### config.mk
export PLATFORM = sky130hd
export DESIGN_NAME = srl_chain_fifo_ctrl_flat
export DESIGN_NICKNAME = d
export VERILOG_FILES = /design/src/rtl/srl_chain_fifo_ctrl_if.sv /design/src/rtl/srl_chain_fifo_ctrl.sv /design/src/flat_wrapper.sv
export SDC_FILE = /design/constraint.sdc
export NUM_CORES = 1
export LEC_CHECK = 0
export BUFFER_PORTS_ARGS = -buffer_cell sky130_fd_sc_hd__clkbuf_2
export CAP_MARGIN = 20
export CORE_UTILIZATION = 30
export CTS_CLUSTER_SIZE = 10
export DETAILED_ROUTE_END_ITERATION = 10
export GPL_ROUTABILITY_DRIVEN = 0
export SLEW_MARGIN = 40
export SYNTH_ARGS = -nofsm -noshare
export SYNTH_HDL_FRONTEND = slang
export SYNTH_SLANG_ARGS = --single-unit
### constraint.sdc
create_clock -name clk -period 4.02 [get_ports clk]
set_clock_uncertainty 0.15 [all_clocks]
set_input_delay 0.804 -clock clk [delete_from_list [all_inputs] [get_ports clk]]
set_output_delay 0.804 -clock clk [all_outputs]
set_load 0.005 [all_outputs]
### src/rtl/srl_chain_fifo_ctrl_if.sv
// Stream and SRL-chain signals of srl_chain_fifo_ctrl; the controller takes the slave side.
interface srl_chain_fifo_ctrl_if #(
    parameter int unsigned WIDTH = 1
);
    logic [WIDTH-1:0]   in_data;
    logic               in_valid;
    logic               in_ready;
    logic [WIDTH-1:0]   out_data;
    logic               out_valid;
    logic               out_ready;
    logic               srl_ce;
    logic [WIDTH-1:0]   srl_d;
    logic [4:0]         srl_a;
    logic [3*WIDTH-1:0] srl_q;
    logic [6:0]         level;

    modport slave (
        input  in_data, in_valid, out_ready, srl_q,
        output in_ready, out_data, out_valid, srl_ce, srl_d, srl_a, level
    );

    modport master (
        output in_data, in_valid, out_ready, srl_q,
        input  in_ready, out_data, out_valid, srl_ce, srl_d, srl_a, level
    );
endinterface

### src/rtl/srl_chain_fifo_ctrl.sv
// Valid/ready FIFO controller around an external D6->C6->B6 SRLC32E cascade per data bit,
// with a registered output word in front of the consumer.
module srl_chain_fifo_ctrl #(
    parameter int unsigned WIDTH = 1,
    parameter int unsigned DEPTH = 96
) (
    input  logic                 clk,
    input  logic                 rst_n,
    srl_chain_fifo_ctrl_if.slave bus
);
    localparam int unsigned CNT_W   = 7;
    localparam int unsigned A_W     = 5;
    localparam int unsigned STAGES  = 3;

    logic [CNT_W-1:0] cnt;
    logic [CNT_W-1:0] cnt_next;
    logic             ov;
    logic             ov_next;
    logic [WIDTH-1:0] odata;
    logic [WIDTH-1:0] odata_next;
    logic [CNT_W-1:0] idx;
    logic [1:0]       sel;
    logic [WIDTH-1:0] rd;
    logic             push;
    logic             load;

    // Oldest entry position, decoded from the registered occupancy only
    always_comb begin
        idx = '0;
        if (cnt != '0) begin
            idx = cnt - CNT_W'(1);
        end
    end

    assign sel        = idx[CNT_W-1:A_W];
    assign bus.srl_a  = idx[A_W-1:0];

    // Asynchronous read: pick the chain stage holding the oldest entry for every bit
    always_comb begin
        rd = '0;
        for (int unsigned i = 0; i < WIDTH; i++) begin
            rd[i] = bus.srl_q[STAGES*i + 32'(sel)];
        end
    end

    // Writes are gated by reset so a held in_valid cannot shift the chain during reset
    assign bus.in_ready = (cnt < CNT_W'(DEPTH));
    assign push         = rst_n & bus.in_valid & bus.in_ready;
    assign load         = (cnt != '0) & (~ov | bus.out_ready);

    assign bus.srl_ce    = push;
    assign bus.srl_d     = bus.in_data;
    assign bus.out_data  = odata;
    assign bus.out_valid = ov;
    assign bus.level     = cnt + CNT_W'(ov);

    always_comb begin
        cnt_next   = cnt;
        ov_next    = ov;
        odata_next = odata;
        if (load) begin
            odata_next = rd;
            ov_next    = 1'b1;
        end else if (bus.out_ready && ov) begin
            ov_next    = 1'b0;
        end
        cnt_next = cnt + CNT_W'(push) - CNT_W'(load);
    end

    always_ff @(posedge clk) begin
        if (!rst_n) begin
            cnt   <= '0;
            ov    <= 1'b0;
            odata <= '0;
        end else begin
            cnt   <= cnt_next;
            ov    <= ov_next;
            odata <= odata_next;
        end
    end
endmodule

### src/flat_wrapper.sv
// flat-port wrapper written by rule: the top's interface ports become plain ports
module srl_chain_fifo_ctrl_flat 
#(
    parameter int unsigned WIDTH = 1,
    parameter int unsigned DEPTH = 96
)
  (clk, rst_n, bus_in_data, bus_in_valid, bus_out_ready, bus_srl_q, bus_in_ready, bus_out_data, bus_out_valid, bus_srl_ce, bus_srl_d, bus_srl_a, bus_level);
  srl_chain_fifo_ctrl_if #(.WIDTH(WIDTH)) bus_i ();
  input  logic clk;
  input  logic rst_n;
  input wire logic [$bits(bus_i.in_data)-1:0] bus_in_data;
  input wire logic [$bits(bus_i.in_valid)-1:0] bus_in_valid;
  input wire logic [$bits(bus_i.out_ready)-1:0] bus_out_ready;
  input wire logic [$bits(bus_i.srl_q)-1:0] bus_srl_q;
  output wire logic [$bits(bus_i.in_ready)-1:0] bus_in_ready;
  output wire logic [$bits(bus_i.out_data)-1:0] bus_out_data;
  output wire logic [$bits(bus_i.out_valid)-1:0] bus_out_valid;
  output wire logic [$bits(bus_i.srl_ce)-1:0] bus_srl_ce;
  output wire logic [$bits(bus_i.srl_d)-1:0] bus_srl_d;
  output wire logic [$bits(bus_i.srl_a)-1:0] bus_srl_a;
  output wire logic [$bits(bus_i.level)-1:0] bus_level;
  assign bus_i.in_data = bus_in_data;
  assign bus_i.in_valid = bus_in_valid;
  assign bus_i.out_ready = bus_out_ready;
  assign bus_i.srl_q = bus_srl_q;
  assign bus_in_ready = bus_i.in_ready;
  assign bus_out_data = bus_i.out_data;
  assign bus_out_valid = bus_i.out_valid;
  assign bus_srl_ce = bus_i.srl_ce;
  assign bus_srl_d = bus_i.srl_d;
  assign bus_srl_a = bus_i.srl_a;
  assign bus_level = bus_i.level;
  srl_chain_fifo_ctrl #(.WIDTH(WIDTH), .DEPTH(DEPTH)) u_core (.clk(clk), .rst_n(rst_n), .bus(bus_i));
endmodule
==> flow_summary_export.csv, run 1 <==
group,metric,value,unit
synthesis,synth_warnings,0,
power_and_ir_drop,ir_drop,0.388,mV
clock_network,clk_path_buf_depth,2,
synthesis,syn-cell-area,0.00107,mm2
critical_path,worstPathArrival,3.50,ns
power_and_ir_drop,power_frac_comb,0.751,
grt,antenna_found_initial,0,
critical_path,critical_path_class,"flip-flop to flip-flop",
floorplanning,start_util,0.317,
detailed_routing,vias,908,
grt,grt_pass1_vias,852,
sta,min_period,3.43,ns
critical_path,cp-endpoint,"u_core.cnt[6]$_SDFF_PN0_",
grt,grt_overflow,0,
place,dpl.hpwl,1940,um
synthesis,synth_edf_count,0,
synthesis,synth_cell_types,39,
synthesis,synthArstFlopShare,0,
synthesis,syn_avg_cell_area,8.68,um2
floorplanning,die_w,61.6,um
critical_path,worst_setup_path_start_kind,"flip-flop",
critical_path,r2r-start,"u_core.cnt[4]$_SDFF_PN0_",
critical_path,r2r-end,"u_core.cnt[6]$_SDFF_PN0_",
power_and_ir_drop,pwr-share-seq,0.176,
cells_and_area,nNetsFinal,180,
job,cap_viol_max_count,0,
clock_network,cts-htree-levels,1,
detailed_routing,drc,0,
critical_path,required,4.09,ns
detailed_routing,first_iter_violations,19,
power_and_ir_drop,swShare,0.488,
detailed_routing,routed_via_density,4.70,
clock_network,clk_pin_slew,0.07,ns
detailed_routing,avgRoutedWirePerCell,12.1,um
grt,grt_usage,0.136,
synthesis,synth_cells,123,
cells_and_area,drive_gt1_frac,0.218,
sta,tns,0,ns
synthesis,syn-num-nets,155,
synthesis,synth_flop_cell,"dfxtp_1",
floorplanning,io_pins,25,
floorplanning,dieArea,0.00380,mm2
detailed_routing,drt-pass1-iter-count,4,
power_and_ir_drop,p_int,544,uW
power_and_ir_drop,powerDensity,854,mW/mm2
synthesis,ys_ff_latch,9,
synthesis,ys_seq_area_frac,0.169,
critical_path,end_kind,"flip-flop",
sta,relSlewSlack,0.734,
sta,tightestPinTransition,0.398,ns
clock_network,cts_made_buffers,3,
clock_network,insertion_delay,0.27,ns
sta,fmax,291,MHz
power_and_ir_drop,p_leak,0.615,nW
power_and_ir_drop,switchingPower,519,uW
clock_network,clkSinkCount,9,
detailed_routing,wl,2340,um
sta,period_share,0.854,
clock_network,post_cts_buffers,0,
sta,maxSlewViolCount,0,
critical_path,rrSetupSlack,0.59,ns
power_and_ir_drop,p_total,1.06,mW
outcome,outcome,"finished, final reports clean",
place,portBuffers,22,
sta,hold_viol,0,
clock_network,ctsHoldBuffers,0,
cells_and_area,fillerInstances,373,
floorplanning,die_h,61.6,um
cells_and_area,syn_to_final_growth,16.6,%
cells_and_area,diodes,0,
critical_path,cp_max_fo,7,
floorplanning,coreArea,0.00336,mm2
cells_and_area,final_util,0.370,
grt,grt_pass1_wl,3700,um
clock_network,cts_resized,0,
hold_path,hold_class,"flip-flop to flip-flop",
clock_network,cts_tree,"yes",
power_and_ir_drop,pwr-share-clk,0.072,
grt,grt_max_degree,17,
sta,finalSetupViolCount,0,
clock_network,cts_root_buf,"clkbuf_4",
sta,rsz0062_at_grt,"no",
critical_path,r2r_cells,13,
floorplanning,num_rows,21,
critical_path,crit_start,"u_core.cnt[4]$_SDFF_PN0_",
detailed_routing,antenna_left,0,
[flip-flops by register name, indices dropped and copies added (netlist names)]
name	flops
u_core.bus.out_valid	1
u_core.bus.out_data	1
u_core.cnt	7
[metrics by stage]
| stage | cells | hold WS [ns] | instance area [um2] | setup WS, ns |
|---|---|---|---|---|
| final | 193 | 0.473 | 1240 | 0.586 |
| after global routing | 193 | 0.524 | 1240 | 0.395 |
| after CTS | 193 | 0.480 | 1240 | 0.650 |
| after detailed placement | 189 | 0.463 | 1220 | 0.667 |
| after global placement | 189 | 0.467 | 1220 | 0.815 |
| after floorplan | 123 | 0.412 | 1070 | 0.967 |
[worst min-delay path by stage]
| stage | startpoint | end | cells after the start |
|---|---|---|---|
| finish | u_core.bus.out_data$_SDFFE_PN0P_ | u_core.bus.out_data$_SDFFE_PN0P_ | 4 |
| global route | u_core.bus.out_data$_SDFFE_PN0P_ | u_core.bus.out_data$_SDFFE_PN0P_ | 4 |
| CTS | u_core.bus.out_data$_SDFFE_PN0P_ | u_core.bus.out_data$_SDFFE_PN0P_ | 4 |
| detailed placement | u_core.bus.out_data$_SDFFE_PN0P_ | u_core.bus.out_data$_SDFFE_PN0P_ | 4 |
| global placement | u_core.bus.out_data$_SDFFE_PN0P_ | u_core.bus.out_data$_SDFFE_PN0P_ | 4 |
| floorplan | u_core.cnt[6]$_SDFF_PN0_ | u_core.bus.out_valid$_SDFFE_PN0P_ | 1 |
[power groups by stage]
stage	clock (mW)	sequential, mW	combinational (mW)
after floorplan	0	0.173	0.588
after global placement	0	0.191	0.787
after detailed placement	0	0.190	0.800
after CTS	0.0790	0.188	0.805
after global routing	0.0844	0.192	0.903
final	0.0769	0.187	0.798
[worst max-delay path, cell delays in order, from the launching register on]
cell and delay [ns]:
dfxtp_1 0.36, inv_1 0.20, ha_1 0.24, and4b_1 0.46, nor2_8 0.08, ha_1 0.28
inv_1 0.04, ha_1 0.20, fa_1 0.43, nor2b_1 0.16, o21bai_1 0.20, a21oi_1 0.13
nor4_1 0.29, a311o_1 0.15
[cells in the mapped netlist (all sizes together), types with 2 or more instances]
master	count	area, um2
dfxtp	9	180
ha	23	288
nor2	7	42.5
nor2b	6	40.0
and3	2	12.5
o21bai	2	15.0
xnor2	10	95.1
o21ai	3	15.0
nor3b	2	15.0
a21oi	3	15.0
nand2	10	37.5
buf	2	18.8
inv	16	60.1
nand3	4	20.0
and2	4	27.5
nand2b	3	18.8
[layout by cell type (no fill, tap or decap), drive strengths merged, types with 3 or more instances in the layout]
cell / n
a21oi: 3
and2: 4
clkbuf: 26
dfxtp: 9
ha: 23
inv: 16
nand2: 10
nand2b: 3
nand3: 4
nor2: 7
nor2b: 6
o21ai: 3
xnor2: 10
[layer usage]
| metal | GRT usage | share of wire | up-vias |
|---|---|---|---|
| li1 | - | - | 459 |
| met1 | 0.168 | 0.45 | 430 |
| met5 | 0 | 0 | - |
| met4 | 0.0381 | 0.0081 | 0 |
| met3 | 0.0378 | 0.031 | 2 |
| met2 | 0.230 | 0.51 | 17 |
[cells by family (layout without fill, tap and decap cells)]
family                   count (synthesis)  in the layout  synth area share
flip-flops                               9              9             0.169
buffers and inverters                   19             43            0.0785
adder cells (fa/ha/maj)                 24             24             0.288
XOR/XNOR                                11             11            0.0973
AND/OR/NAND/NOR                         43             43             0.242
multiplexers                             1              1           0.00938
AO/OA/AOI/OAI                           16             16             0.116
[layout make-up]
cell class              count  area [um2]  area share
clock buffers               4        26.3      0.0211
inverters                  16        60.1      0.0482
multi-input cells          95         803       0.645
flip-flops and latches      9         180       0.145
well taps                  46        57.6      0.0462
repair buffers             23         118      0.0945
(Power assumes the default switching activity.)
==> run 2, diff against run 1 <==
Settings changed: CORE_UTILIZATION 30 to 53, PLACE_DENSITY set to 0.79.
==> flow_summary_export.csv, run 2 (same netlist as run 1, synthesis figures left out) <==
group,metric,value,unit
outcome,outcome,"finished, final reports clean",
critical_path,r2r_cells,12,
cells_and_area,drive_gt1_frac,0.219,
cells_and_area,post-route-cell-area,0.00121,mm2
sta,tightestPinTransition,0.392,ns
critical_path,required,4.04,ns
cells_and_area,largest_register_ffs,7,
grt,use_met1,0.265,
hold_path,hold_class,"flip-flop to flip-flop",
grt,grt_pass1_vias,826,
sta,relSlewSlack,0.738,
place,dpl.hpwl,1910,um
power_and_ir_drop,powerDensity,878,mW/mm2
detailed_routing,antenna_left,0,
critical_path,cp-endpoint,"u_core.cnt[6]$_SDFF_PN0_",
clock_network,post_cts_buffers,0,
detailed_routing,routed_via_density,5.36,
floorplanning,num_rows,15,
critical_path,crit_start,"u_core.cnt[3]$_SDFF_PN0_",
floorplanning,die_w,46.9,um
sta,fmax,300,MHz
grt,grt_overflow,0,
clock_network,cts_resized,0,
cells_and_area,fin_cells,171,
place,post-place-cells,167,
place,portBuffers,22,
critical_path,end_kind,"flip-flop",
clock_network,cts_root_buf,"clkbuf_4",
critical_path,r2r-start,"u_core.cnt[3]$_SDFF_PN0_",
cells_and_area,syn_to_final_growth,13.6,%
power_and_ir_drop,p_leak,0.613,nW
grt,gr-usage-met2,0.419,
detailed_routing,drt-pass1-iter-count,4,
cells_and_area,layout_commonest_cell,"ha_1",
cells_and_area,diodes,0,
grt,grt_busiest_layer,"met2",
detailed_routing,vias,916,
floorplanning,io_pins,25,
cells_and_area,regMostFlops,"u_core.cnt",
detailed_routing,avgRoutedWirePerCell,13.4,um
floorplanning,coreArea,0.00180,mm2
detailed_routing,first_iter_violations,16,
grt,grt_pass1_wl,3580,um
critical_path,critical_path_class,"flip-flop to flip-flop",
sta,tns,0,ns
sta,rsz0062_at_grt,"no",
sta,hold_viol,0,
critical_path,worstPathArrival,3.35,ns
critical_path,r2r-end,"u_core.cnt[6]$_SDFF_PN0_",
floorplanning,die_h,46.9,um
critical_path,worst_setup_path_start_kind,"flip-flop",
clock_network,clk_path_buf_depth,2,
grt,grt_util_met3,0.0577,
clock_network,insertion_delay,0.28,ns
grt,grt_max_degree,18,
floorplanning,start_util,0.592,
clock_network,clkSinkCount,9,
power_and_ir_drop,ir_drop,0.522,mV
critical_path,rrSetupSlack,0.69,ns
critical_path,cp_max_fo,7,
detailed_routing,wl,2290,um
clock_network,clk_pin_slew,0.07,ns
grt,grt_usage,0.236,
sta,finalSetupViolCount,0,
clock_network,cts_made_buffers,3,
sta,min_period,3.33,ns
sta,holdWs,0.500,ns
place,placed_cell_area,0.00118,mm2
sta,period_share,0.828,
cells_and_area,nNetsFinal,179,
clock_network,ctsHoldBuffers,0,
sta,maxSlewViolCount,0,
floorplanning,dieArea,0.00220,mm2
grt,antenna_found_initial,0,
clock_network,cts-htree-levels,1,
clock_network,cts_tree,"yes",
cells_and_area,final_cell_mix,"23 x ha_1, 22 x clkbuf_2, 16 x inv_1",
job,cap_viol_max_count,0,
detailed_routing,drc,0,
[run 2: layer usage]
metal | part of all wire | up-vias
met5 | 0 | -
met4 | 0.021 | 0
met2 | 0.50 | 23
met1 | 0.45 | 425
met3 | 0.035 | 6
li1 | - | 462
[run 2: power by group]
group,switching (mW),internal [mW]
Combinational,0.420,0.379
Sequential,0.0574,0.130
Clock,0.0420,0.0370
[run 2: worst max-delay path, stage by stage (launching register included)]
cell and delay, ns:
dfxtp_1 0.39, inv_1 0.20, ha_1 0.22, and4b_1 0.44, nor2_8 0.08, ha_1 0.29
inv_1 0.04, ha_1 0.20, fa_1 0.43, nor2b_1 0.16, o21bai_1 0.18, a21oi_1 0.11
a311o_1 0.32
[run 2: area by class of cell]
cell class              instances  area (um2)
multi-input cells              95         803
fillers                       158         589
flip-flops and latches          9         180
repair buffers                 22         110
inverters                      16        60.1
well taps                      25        31.3
clock buffers                   3        22.5
clock inverters                 1        5.00
[run 2: worst min path at each step]
stage | slack [ns] | cells past startpoint | to | startpoint
floorplan | 0.41 | 1 | u_core.bus.out_valid$_SDFFE_PN0P_ | u_core.cnt[6]$_SDFF_PN0_
global placement | 0.47 | 4 | u_core.bus.out_data$_SDFFE_PN0P_ | u_core.bus.out_data$_SDFFE_PN0P_
detailed placement | 0.50 | 4 | u_core.bus.out_data$_SDFFE_PN0P_ | u_core.bus.out_data$_SDFFE_PN0P_
CTS | 0.51 | 4 | u_core.bus.out_data$_SDFFE_PN0P_ | u_core.bus.out_data$_SDFFE_PN0P_
global route | 0.54 | 4 | u_core.bus.out_data$_SDFFE_PN0P_ | u_core.bus.out_data$_SDFFE_PN0P_
finish | 0.50 | 4 | u_core.bus.out_data$_SDFFE_PN0P_ | u_core.bus.out_data$_SDFFE_PN0P_
[run 2: metrics by stage]
| stage | util | setup WS, ns | power, mW |
|---|---|---|---|
| detailed placement | 0.658 | 0.692 | 0.984 |
| finish | 0.673 | 0.691 | 1.07 |
| floorplan | - | 0.967 | 0.761 |
| global route | 0.673 | 0.517 | 1.17 |
| global placement | 0.658 | 0.746 | 0.963 |
| CTS | 0.673 | 0.707 | 1.07 |
==> run 3, diff against run 2 <==
Settings changed: ABC_AREA set to 1, CORE_UTILIZATION 53 to 47, PLACE_DENSITY 0.79 to 0.75.
Clock period 4.02 ns to 2.8 ns, I/O delays scaled along.
==> flow_summary_export.csv, run 3 <==
group,metric,value,unit
outcome,outcome,"finished, final reports clean",
critical_path,r2r-end,"u_core.cnt[4]$_SDFF_PN0_",
grt,grt_pass1_wl,3850,um
critical_path,rrSetupSlack,0.24,ns
place,portBuffers,22,
synthesis,syn_avg_cell_area,7.23,um2
detailed_routing,routed_via_density,4.86,
sta,hold_viol,0,
floorplanning,dieArea,0.00234,mm2
synthesis,synth_flop_cell,"dfxtp_1",
synthesis,synth_most_common_cell,"inv_1",
cells_and_area,syn_to_final_growth,21.6,%
detailed_routing,drc,0,
critical_path,max_stage_delay,0.41,ns
clock_network,cts_tree,"yes",
place,dpl.hpwl,1870,um
sta,tightestPinTransition,0.222,ns
clock_network,clk_path_buf_depth,2,
synthesis,synth_area_leaders,"ha_1 28%, dfxtp_1 18%, inv_1 10%",
cells_and_area,diodes,0,
clock_network,insertion_delay,0.26,ns
critical_path,cp_max_fo,5,
power_and_ir_drop,ir_drop,0.659,mV
critical_path,cp_slowest_cell,"fa_2",
critical_path,critical_path_class,"flip-flop to flip-flop",
cells_and_area,nNetsFinal,204,
cells_and_area,final_cell_mix,"27 x inv_1, 23 x nand2_1, 22 x clkbuf_2",
critical_path,crit_start,"u_core.cnt[3]$_SDFF_PN0_",
sta,min_period,2.56,ns
job,cap_viol_max_count,0,
clock_network,clkSinkCount,9,
sta,period_share,0.913,
sta,tns,0,ns
power_and_ir_drop,p_total,1.54,mW
synthesis,ys_ff_latch,9,
sta,holdWs,0.422,ns
critical_path,timing.critical_path.buf_inv,2,
floorplanning,num_rows,16,
synthesis,synth_edf_count,0,
detailed_routing,avgRoutedWirePerCell,11.2,um
cells_and_area,layout_commonest_cell,"inv_1",
clock_network,post_cts_buffers,0,
hold_path,hold_class,"flip-flop to flip-flop",
synthesis,synth_warnings,0,
cells_and_area,largest_register_ffs,7,
clock_network,cts_made_buffers,3,
clock_network,cts_root_buf,"clkbuf_4",
cells_and_area,regMostFlops,"u_core.cnt",
power_and_ir_drop,p_leak,0.696,nW
sta,maxSlewViolCount,0,
grt,grt_max_degree,11,
sta,rsz0062_at_grt,"no",
synthesis,synth_cells,140,
synthesis,syn-num-nets,172,
critical_path,worst_setup_path_start_kind,"flip-flop",
grt,grt_pass1_vias,905,
critical_path,crit_chain,"inv_1 -> ha_2 -> nand3_2 -> nor2_4 -> nor2_1 -> ha_1 -> inv_1 -> ha_1 -> fa_2 -> a31o_2 -> o21ai_0 -> a21oi_1",
detailed_routing,wl,2210,um
sta,relSlewSlack,0.852,
sta,finalSetupViolCount,0,
hold_path,hold_depth,2,
grt,grt_usage,0.212,
floorplanning,coreArea,0.00200,mm2
synthesis,synth_cell_types,21,
synthesis,yosysTopAreaCellShare,0.284,
floorplanning,die_h,48.4,um
synthesis,ys_seq_area_frac,0.178,
synthesis,syn-cell-area,0.00101,mm2
sta,fmax,391,MHz
cells_and_area,final_util,0.615,
floorplanning,io_pins,25,
detailed_routing,vias,962,
clock_network,cts-htree-levels,1,
critical_path,cp-endpoint,"u_core.cnt[4]$_SDFF_PN0_",
critical_path,worstPathArrival,2.57,ns
detailed_routing,first_iter_violations,18,
clock_network,clk_pin_slew,0.06,ns
synthesis,synthTopCellsByCount,"28 x inv_1, 23 x ha_1, 23 x nand2_1",
critical_path,cp_top_family,"adder cells",
critical_path,required,2.81,ns
critical_path,r2r_cells,12,
synthesis,synthArstFlopShare,0,
critical_path,end_kind,"flip-flop",
floorplanning,die_w,48.4,um
detailed_routing,antenna_left,0,
floorplanning,start_util,0.506,
clock_network,ctsHoldBuffers,0,
critical_path,worst-path-stages,12,
detailed_routing,drt-pass1-iter-count,4,
critical_path,r2r-start,"u_core.cnt[3]$_SDFF_PN0_",
power_and_ir_drop,powerDensity,1250,mW/mm2
grt,antenna_found_initial,0,
cells_and_area,drive_gt1_frac,0.251,
synthesis,synth_top_cell_by_area,"ha_1",
grt,grt_overflow,0,
==> run 3: logic make-up (layout without fill, tap and decap cells) <==
family | after synthesis | count (layout) | synth area share
and+or+nand+nor | 49 | 49 | 0.229
xor gates and xnor gates | 7 | 7 | 0.0606
DFF | 9 | 9 | 0.178
adders and majority gates | 24 | 24 | 0.304
buffers and inverters | 31 | 62 | 0.119
AOI/OAI and AO/OA | 20 | 20 | 0.110
==> run 3: layer usage <==
layer / routed length, um / GRT usage / vias to the layer above
met1: 1070 / 0.277 / 432
li1: - / - / 506
met2: 1040 / 0.350 / 17
met5: 0 / 0 / -
met3: 44 / 0.0126 / 7
met4: 64 / 0.118 / 0
==> run 3: timing repair <==
item                                    in CTS  in global routing
endpoints found under the setup margin       0                  2
endpoints found under the hold margin        0                  0
resized for setup                            0                  5
==> run 3: layout make-up <==
type | count | area (um2)
timing repair buffer | 29 | 163
clock buffer | 4 | 26.3
fill | 193 | 771
multi-input combinational | 100 | 719
inverter | 29 | 109
sequential | 9 | 180
tap | 27 | 33.8
==> run 3: how the worst min path moves through the flow <==
| stage | from | end | slack, ns |
|---|---|---|---|
| 6_report | u_core.bus.out_data$_SDFFE_PN0P_ | u_core.bus.out_data$_SDFFE_PN0P_ | 0.42 |
| 5_1_grt | u_core.bus.out_data$_SDFFE_PN0P_ | u_core.bus.out_data$_SDFFE_PN0P_ | 0.47 |
| 4_1_cts | u_core.bus.out_data$_SDFFE_PN0P_ | u_core.bus.out_data$_SDFFE_PN0P_ | 0.42 |
| 3_5_place_dp | u_core.bus.out_data$_SDFFE_PN0P_ | u_core.bus.out_data$_SDFFE_PN0P_ | 0.41 |
| 3_3_place_gp | u_core.bus.out_data$_SDFFE_PN0P_ | u_core.bus.out_data$_SDFFE_PN0P_ | 0.40 |
| 2_1_floorplan | u_core.bus.out_data$_SDFFE_PN0P_ | u_core.bus.out_data$_SDFFE_PN0P_ | 0.39 |
==> run 3: through the flow <==
| step | area [um2] | setup WS [ns] | cells |
|---|---|---|---|
| 2_1_floorplan | 1010 | 0.112 | 140 |
| 3_3_place_gp | 1200 | 0.187 | 194 |
| 6_report | 1230 | 0.242 | 198 |
| 5_1_grt | 1230 | 0.0230 | 198 |
| 4_1_cts | 1220 | 0.0997 | 198 |
| 3_5_place_dp | 1200 | 0.110 | 194 |
==> run 3: power breakdown <==
group,internal [mW],switching [mW]
sequential,0.186,0.0556
clock,0.0551,0.0485
combinational,0.516,0.683
total,0.758,0.787
==> run 3: tightest hold or removal path: stages (launching register included) <==
cell	delay, ns
dfxtp_1	0.33
o21ai_0	0.10
a21oi_2	0.10
